`src/rtl/sync_debounce_edge_if.sv`:
```
`default_nettype none
// ============================================================================
// Module      : sync_debounce_edge_if
// Description : Bundles the level inputs, the event clear strobe and the
//               debounced level / edge / event outputs of sync_debounce_edge.
// Revision    : 1.0 - initial release
// ============================================================================
interface sync_debounce_edge_if #(
  parameter int DATA_WIDTH = 32
);
  logic [DATA_WIDTH-1:0] d_sync_i;
  logic [DATA_WIDTH-1:0] clr_i;
  logic [DATA_WIDTH-1:0] level_o;
  logic [DATA_WIDTH-1:0] rise_o;
  logic [DATA_WIDTH-1:0] fall_o;
  logic [DATA_WIDTH-1:0] event_o;
  logic                  any_event_o;

  // Producer of the level inputs / consumer of the debounced results
  modport master (
    output d_sync_i, clr_i,
    input  level_o, rise_o, fall_o, event_o, any_event_o
  );

  // The debouncer itself
  modport slave (
    input  d_sync_i, clr_i,
    output level_o, rise_o, fall_o, event_o, any_event_o
  );
endinterface
`default_nettype wire

```
`src/rtl/sync_debounce_edge.sv`:
```
`default_nettype none
// ============================================================================
// Module      : sync_debounce_edge
// Description : Per-bit consecutive-sample debouncer for already-synchronized
//               level inputs. Emits one-cycle rise/fall pulses and sticky
//               write-1-to-clear event flags.
// Revision    : 1.0 - initial release
// ============================================================================
module sync_debounce_edge #(
  parameter int                    DATA_WIDTH      = 32,
  parameter int                    DEBOUNCE_CYCLES = 4,
  parameter logic [DATA_WIDTH-1:0] RESET_LEVEL     = '0
) (
  input  wire logic            clk,
  input  wire logic            resetn,
  sync_debounce_edge_if.slave  bus
);

  localparam int                 CW          = $clog2(DEBOUNCE_CYCLES + 1);
  localparam logic [CW-1:0]      C_CNT_MAX   = CW'(DEBOUNCE_CYCLES - 1);

  logic [DATA_WIDTH-1:0] level_q, level_d;
  logic [DATA_WIDTH-1:0] rise_q, rise_d;
  logic [DATA_WIDTH-1:0] fall_q, fall_d;
  logic [DATA_WIDTH-1:0] event_q, event_d;
  logic [DATA_WIDTH-1:0] accept_w;

  for (genvar b = 0; b < DATA_WIDTH; b++) begin : g_bit
    logic [CW-1:0] cnt_q, cnt_d;
    logic          acc_w;

    // Count consecutive samples that disagree with the debounced level;
    // any agreeing sample restarts the count, the final one accepts.
    always_comb begin
      cnt_d = cnt_q;
      acc_w = 1'b0;
      if (bus.d_sync_i[b] != level_q[b]) begin
        if (cnt_q == C_CNT_MAX) begin
          acc_w = 1'b1;
          cnt_d = '0;
        end else begin
          cnt_d = cnt_q + CW'(1);
        end
      end else begin
        cnt_d = '0;
      end
    end

    // Per-bit sample counter
    always_ff @(posedge clk or negedge resetn) begin
      if (!resetn) begin
        cnt_q <= '0;
      end else begin
        cnt_q <= cnt_d;
      end
    end

    assign accept_w[b] = acc_w;
  end

  // Apply accepted changes; the pulse polarity follows the new level and a
  // fresh edge outranks a simultaneous software clear of its event flag.
  always_comb begin
    level_d = (level_q & ~accept_w) | (bus.d_sync_i & accept_w);
    rise_d  = accept_w & bus.d_sync_i;
    fall_d  = accept_w & ~bus.d_sync_i;
    event_d = (event_q & ~bus.clr_i) | accept_w;
  end

  // Output / status registers
  always_ff @(posedge clk or negedge resetn) begin
    if (!resetn) begin
      level_q <= RESET_LEVEL;
      rise_q  <= '0;
      fall_q  <= '0;
      event_q <= '0;
    end else begin
      level_q <= level_d;
      rise_q  <= rise_d;
      fall_q  <= fall_d;
      event_q <= event_d;
    end
  end

  assign bus.level_o     = level_q;
  assign bus.rise_o      = rise_q;
  assign bus.fall_o      = fall_q;
  assign bus.event_o     = event_q;
  assign bus.any_event_o = |event_q;

endmodule
`default_nettype wire

```
`src/flat_wrapper.sv`:
```
// flat-port wrapper written by rule: the top's interface ports become plain ports
module sync_debounce_edge_flat 
#(
  parameter int                    DATA_WIDTH      = 32,
  parameter int                    DEBOUNCE_CYCLES = 4,
  parameter logic [DATA_WIDTH-1:0] RESET_LEVEL     = '0
)
  (clk, resetn, bus_d_sync_i, bus_clr_i, bus_level_o, bus_rise_o, bus_fall_o, bus_event_o, bus_any_event_o);
  sync_debounce_edge_if #(.DATA_WIDTH(DATA_WIDTH)) bus_i ();
  input  wire logic clk;
  input  wire logic resetn;
  input wire logic [$bits(bus_i.d_sync_i)-1:0] bus_d_sync_i;
  input wire logic [$bits(bus_i.clr_i)-1:0] bus_clr_i;
  output wire logic [$bits(bus_i.level_o)-1:0] bus_level_o;
  output wire logic [$bits(bus_i.rise_o)-1:0] bus_rise_o;
  output wire logic [$bits(bus_i.fall_o)-1:0] bus_fall_o;
  output wire logic [$bits(bus_i.event_o)-1:0] bus_event_o;
  output wire logic [$bits(bus_i.any_event_o)-1:0] bus_any_event_o;
  assign bus_i.d_sync_i = bus_d_sync_i;
  assign bus_i.clr_i = bus_clr_i;
  assign bus_level_o = bus_i.level_o;
  assign bus_rise_o = bus_i.rise_o;
  assign bus_fall_o = bus_i.fall_o;
  assign bus_event_o = bus_i.event_o;
  assign bus_any_event_o = bus_i.any_event_o;
  sync_debounce_edge #(.DATA_WIDTH(DATA_WIDTH), .DEBOUNCE_CYCLES(DEBOUNCE_CYCLES), .RESET_LEVEL(RESET_LEVEL)) u_core (.clk(clk), .resetn(resetn), .bus(bus_i));
endmodule
```
`config.mk`:
```
export PLATFORM = sky130hd
export DESIGN_NAME = sync_debounce_edge_flat
export DESIGN_NICKNAME = d
export VERILOG_FILES = /design/src/rtl/sync_debounce_edge_if.sv /design/src/rtl/sync_debounce_edge.sv /design/src/flat_wrapper.sv
export SDC_FILE = /design/constraint.sdc
export NUM_CORES = 1
export LEC_CHECK = 0
export ABC_AREA = 1
export BUFFER_PORTS_ARGS = -buffer_cell sky130_fd_sc_hd__buf_2
export CAP_MARGIN = 20
export CORE_MARGIN = 2
export CORE_UTILIZATION = 36
export DETAILED_ROUTE_END_ITERATION = 10
export PLACE_DENSITY = 0.57
export SLEW_MARGIN = 20
export SYNTH_ARGS = -nofsm -noshare
export SYNTH_HDL_FRONTEND = slang
export SYNTH_SLANG_ARGS = --single-unit
```
`constraint.sdc`:
```
create_clock -name clk -period 2.05 [get_ports clk]
set_input_delay 0.205 -clock clk [delete_from_list [all_inputs] [get_ports clk]]
set_output_delay 0.205 -clock clk [all_outputs]
set_load 0.02 [all_outputs]
```
; Yosys cells after proc, flatten, opt, wreduce, memory -nomap -nowiden
; Index checks and enable logic that the tools add are counted.
[op_classes]
addsub = 32
muxes = 128
n_eq_ne = 64
bitwise_logic = 9
n_reduce_logical = 1
[ops]
columns = cell, count
row1 = $mux W3, 64
row2 = $and A32 B32 Y32, 4
row3 = $add A3 B1 Y3 const B, 32
row4 = $eq A3 B2 Y1 const B, 32
row5 = $not A32 Y32, 3
row6 = $mux W1, 64
row7 = $or A32 B32 Y32, 2
row8 = $ne A1 B1 Y1, 32
row9 = $reduce_or A32 Y1, 1
[totals]
out_inout_bits = 129
reg_bits = 224
input_bits = 66

; Logic depth before layout (Yosys ltp)
[depth]
ltp_word = 6
depth_mapped = 6

; Worst setup path after synthesis
; OpenSTA, ideal clock, no wires.
[synth_timing]
path_type = register to output
start = reg u_core.event_q[24], in the netlist u_core.bus.event_o[24]
end = out bus_any_event_o
stages_incl_launch_ff = 7
setup_slack_ps = 912
path_buffers = 0
t_arrival_ps = 933
path_cell_list = dfrtp_1 -> inv_1 -> nand2_1 -> nor2_1 -> nand2_1 -> nor2_1 -> nand2_1
[synth_between]
elab_chain_len = 1
[synth_lines]
columns = item, line_no
row1 = start: declaration, sync_debounce_edge.sv:25  ; logic [DATA_WIDTH-1:0] event_q, event_d;
row2 = start signal: assignment, sync_debounce_edge.sv:81  ; event_q <= event_d;
row3 = $reduce_or A32 Y1, sync_debounce_edge.sv:89  ; assign bus.any_event_o = |event_q;
row4 = end: declaration, flat_wrapper.sv:18  ; output wire logic [$bits(bus_i.any_event_o)-1:0] bus_any_event_o;
; Every way passes these cells.

; Worst setup path in the final report
; Ends and elaborated chain as after synthesis.

==> results.txt <==
The flow ran to the end, and the final reports show no timing, DRC or antenna violations. The minimum period implied by the final worst setup slack is around 1.8 ns. The critical path goes through inv_1, nand2_1, nor2_1, nand2_1, nor2_1, nand2_1, buf_2. The async set or reset register ratio after synthesis is between 90% and 100%.

Summed over all layers, the routed wires come to 17700 um. The CTS H-tree depth came out at 1. The total number of nets in the final design is 1282. The die area is around 25000 sq um. The worst-case reg-to-reg path depth came out at 5. The top cell types in the final layout, fill and taps aside, are 224 x sky130_fd_sc_hd__dfrtp_1, 207 x sky130_fd_sc_hd__nor2_1, 193 x sky130_fd_sc_hd__buf_2. Yosys mapped a number of flops with a built-in enable equal to 0. The vias per cell came out at ~4.2. The clock network is responsible for 29.7% of the overall power. The first detailed-routing pass took 4 iterations. Among the stages of the critical path, the cell type that occurs most often is sky130_fd_sc_hd__nand2_1. The areal power density over the cells came out at around 1300 nW/um^2.

The HPWL reported at the end of detailed placement is 12800 um. The final global-route overflow total is 0. The relative contribution of combinational cells to total power came out at around 28%.

The maximum vdd ir drop is slightly above 800 uV. Global routing used approximately 23% of the available met2 tracks. The area growth from synthesis to final layout is 34.0%. Buffers inserted to repair hold after CTS numbered 65. In this run the standard cell core region covers ~23000 sq um.

The data required time of the critical path came out at between 1.5 and 2 ns. The clock skew after layout is 0.00561 ns. In the routed design, unresolved DRC markers number 0.

The critical path in this run is classified as reg -> out. The final number of max-transition violations came out at 0. The worst setup path is launched from a flop. The largest fanout of any net on the critical path is 2.

The number of instances in the placed design came out at roughly 1400. The post-synthesis net count came out at 990. For this design, the slowest cell found on the critical path is sky130_fd_sc_hd__dfrtp_1. The distinct cell type count of the synthesized netlist came out at 14. The largest single stage delay on the critical path is 0.38 ns. The beginning of the worst register-to-register path is u_core.g_bit[27].cnt_q[0]. The total leakage power came out at ~6.4 nW. The worst-margin pin slew is between 0.5 and 0.6 ns. The clock latency on the worst-skew pair is approximately 0.5 ns. Detailed routing inserted a total of approximately 6400 vias. The met1 usage is 20.1%.

In this run the critical register-to-register path is captured at u_core.bus.event_o[27]. The final number of setup-violating endpoints came out at 0. The switching power as a share of total power came out at between 30% and 40%. The synthesis warning total came out at 0.

Once detail routing completed, the nets flagged for antenna violations numbered 0. The global-route usage over all layers came out at 14.4%. The number of primary I/O pins came out at 195. The endpoint kind of the worst setup timing path is an output pin. The number of buffers created by CTS is 24. The horizontal die dimension is around 160 um. The most critical setup path has its startpoint at u_core.bus.event_o[24]. The max capacitance violation total is 0. Entering global routing, the biggest net connects between 60 and 70 pins. The power dissipated by switching net loads came out at approximately 5.0 mW.

The fraction of the yosys area taken by sequential cells is 64.9%. The congestion estimate from routability-driven global placement came to about 0.75. The number of antenna violations at the first check in global routing came out at 0. The vertical die dimension is approximately 160 um. The number of gates resized after CTS was 0. The most common library cell in the layout ignoring fill and taps is sky130_fd_sc_hd__dfrtp_1.

Synthesis handed over a netlist of 892 instances. Summing every instance area after synthesis gives 8630 sq um. The setup slack on the worst flop-to-flop path came out at 0.77 ns.

The TritonCTS sink count came out at roughly 220. The maximum clock rate came out at 556 MHz. Once the clock tree was built, the setup fixing pass inserted 0 buffers.

In the global route stage, met3 resource usage came out at under 10%. The final routed wire length divided by cell count came out at between 10 and 15 um. The busiest metal layer after global routing is met2. Row generation in the floorplan step produced 56 rows. Data on the critical path arrives at its endpoint at roughly 1.6 ns. The number of port buffers is around 190. Internal power comes to 9.76 mW. The filler cell count in the final layout came out at 2173. Setup repair after global routing left no endpoint under its margin.

Headroom to the max-slew limit came out at between 60% and 70%. After synthesis, the mean cell area works out to between 9 and 10 sq um. The most used flip-flop cell after synthesis is sky130_fd_sc_hd__dfrtp_1. The most critical setup path has its endpoint at bus_any_event_o. The number of synthesized register bits is approximately 220. The post-route fraction of the period consumed by the critical path is approximately 90%.

The tightest min-delay check is of the in -> async type. Once the floorplan was initialized, standard cells occupied 36.8% of the core. In this run the clock root is driven by a sky130_fd_sc_hd__clkbuf_16.

The global-route wire length before repair is 30600 um. The total count of hold-check failures in the final report is 0. The share of layout cells above drive strength 1 is 21.1%. For this block, the initial DRC count from the detailed router was 211. The share of power burned in registers is a little over two fifths. The antenna cell count is 0. The clock transition at the registers of the reported paths is 0.06 ns. Leaving out filler cells and counting taps, the final layout contains 1519. TritonCTS built the clock tree.

The number of global-route vias before repair came to 6359. After routing, the total negative slack on setup checks comes to 0 ns. The largest buffer count on any clock path is 3.
metrics by stage:
stage          area, sq um  util, %  power, mW  hold WS [ns]  worst slack, ns
2_1_floorplan         8630        -       8.97       -0.0906            0.912
3_3_place_gp         10100     43.0       10.3         0.196            0.675
4_1_cts              11600     49.3       15.0         0.264            0.112
3_5_place_dp         10100     43.0       10.4         0.199            0.661
6_report             11600     49.3       14.7         0.229            0.252
5_1_grt              11600     49.3       15.9         0.288           0.0414
routing by layer:
layer / wire, um / share of wire [%]
met5: 0 / 0
met4: 327 / 1.8
met3: 1140 / 6.5
met2: 7700 / 43
met1: 8550 / 48
critical path, delay by kind of cell (launching register included):
family / cells / cell delay [ns]
DFF: 1 / 0.38
buffers and inverters: 2 / 0.23
and+or+nand+nor: 5 / 0.49
synthesized netlist by cell type (4+ instances only):
cell                      instances  area, sq um
sky130_fd_sc_hd__o21ai_0         60          300
sky130_fd_sc_hd__and2_1           4         25.0
sky130_fd_sc_hd__dfrtp_1        224         5610
sky130_fd_sc_hd__nor3_1          49          245
sky130_fd_sc_hd__o22ai_1          4         25.0
sky130_fd_sc_hd__nand2_1        108          405
sky130_fd_sc_hd__nor2_2          12         75.1
sky130_fd_sc_hd__ha_1            32          400
sky130_fd_sc_hd__inv_1          161          604
sky130_fd_sc_hd__o21ai_1         28          140
sky130_fd_sc_hd__nor2_1         207          777
area by class of cell:
type	count	area, sq um	area share (%)
repair buffers	266	1720	14.9
well taps	319	399	3.45
clock buffers	36	737	6.37
inverters	161	604	5.22
multi-input cells	507	2420	20.9
flip-flops and latches	224	5610	48.4
clock inverters	6	80.1	0.692
worst min-delay path by stage:
stage                start                          to  slack (ns)
finish              resetn   u_core.g_bit[14].cnt_q[0]        0.23
global route        resetn   u_core.g_bit[14].cnt_q[0]        0.29
CTS                 resetn   u_core.g_bit[14].cnt_q[0]        0.26
detailed placement  resetn   u_core.g_bit[14].cnt_q[2]        0.20
global placement    resetn   u_core.g_bit[14].cnt_q[2]        0.20
floorplan           resetn  asynchronous set/reset pin       -0.09
logic make-up (layout without fill, tap and decap cells):
logic type	count (synthesis)	in the layout	synth area share (%)
flip-flops	224	224	64.9
AND/OR/NAND/NOR	383	383	18.0
AO/OA/AOI/OAI	92	92	5.39
adder cells (fa/ha/maj)	32	32	4.64
buffers and inverters	161	469	7.00
power groups by stage:
stage / Clock [mW] / Sequential, mW / Combinational [mW]
after floorplan: 0 / 6.74 / 2.23
after global placement: 0 / 6.21 / 4.09
after detailed placement: 0 / 6.24 / 4.18
after CTS: 4.53 / 6.18 / 4.29
after global routing: 4.75 / 6.33 / 4.86
final: 4.38 / 6.17 / 4.19
No activity file was read; power rests on OpenSTA's default activity.
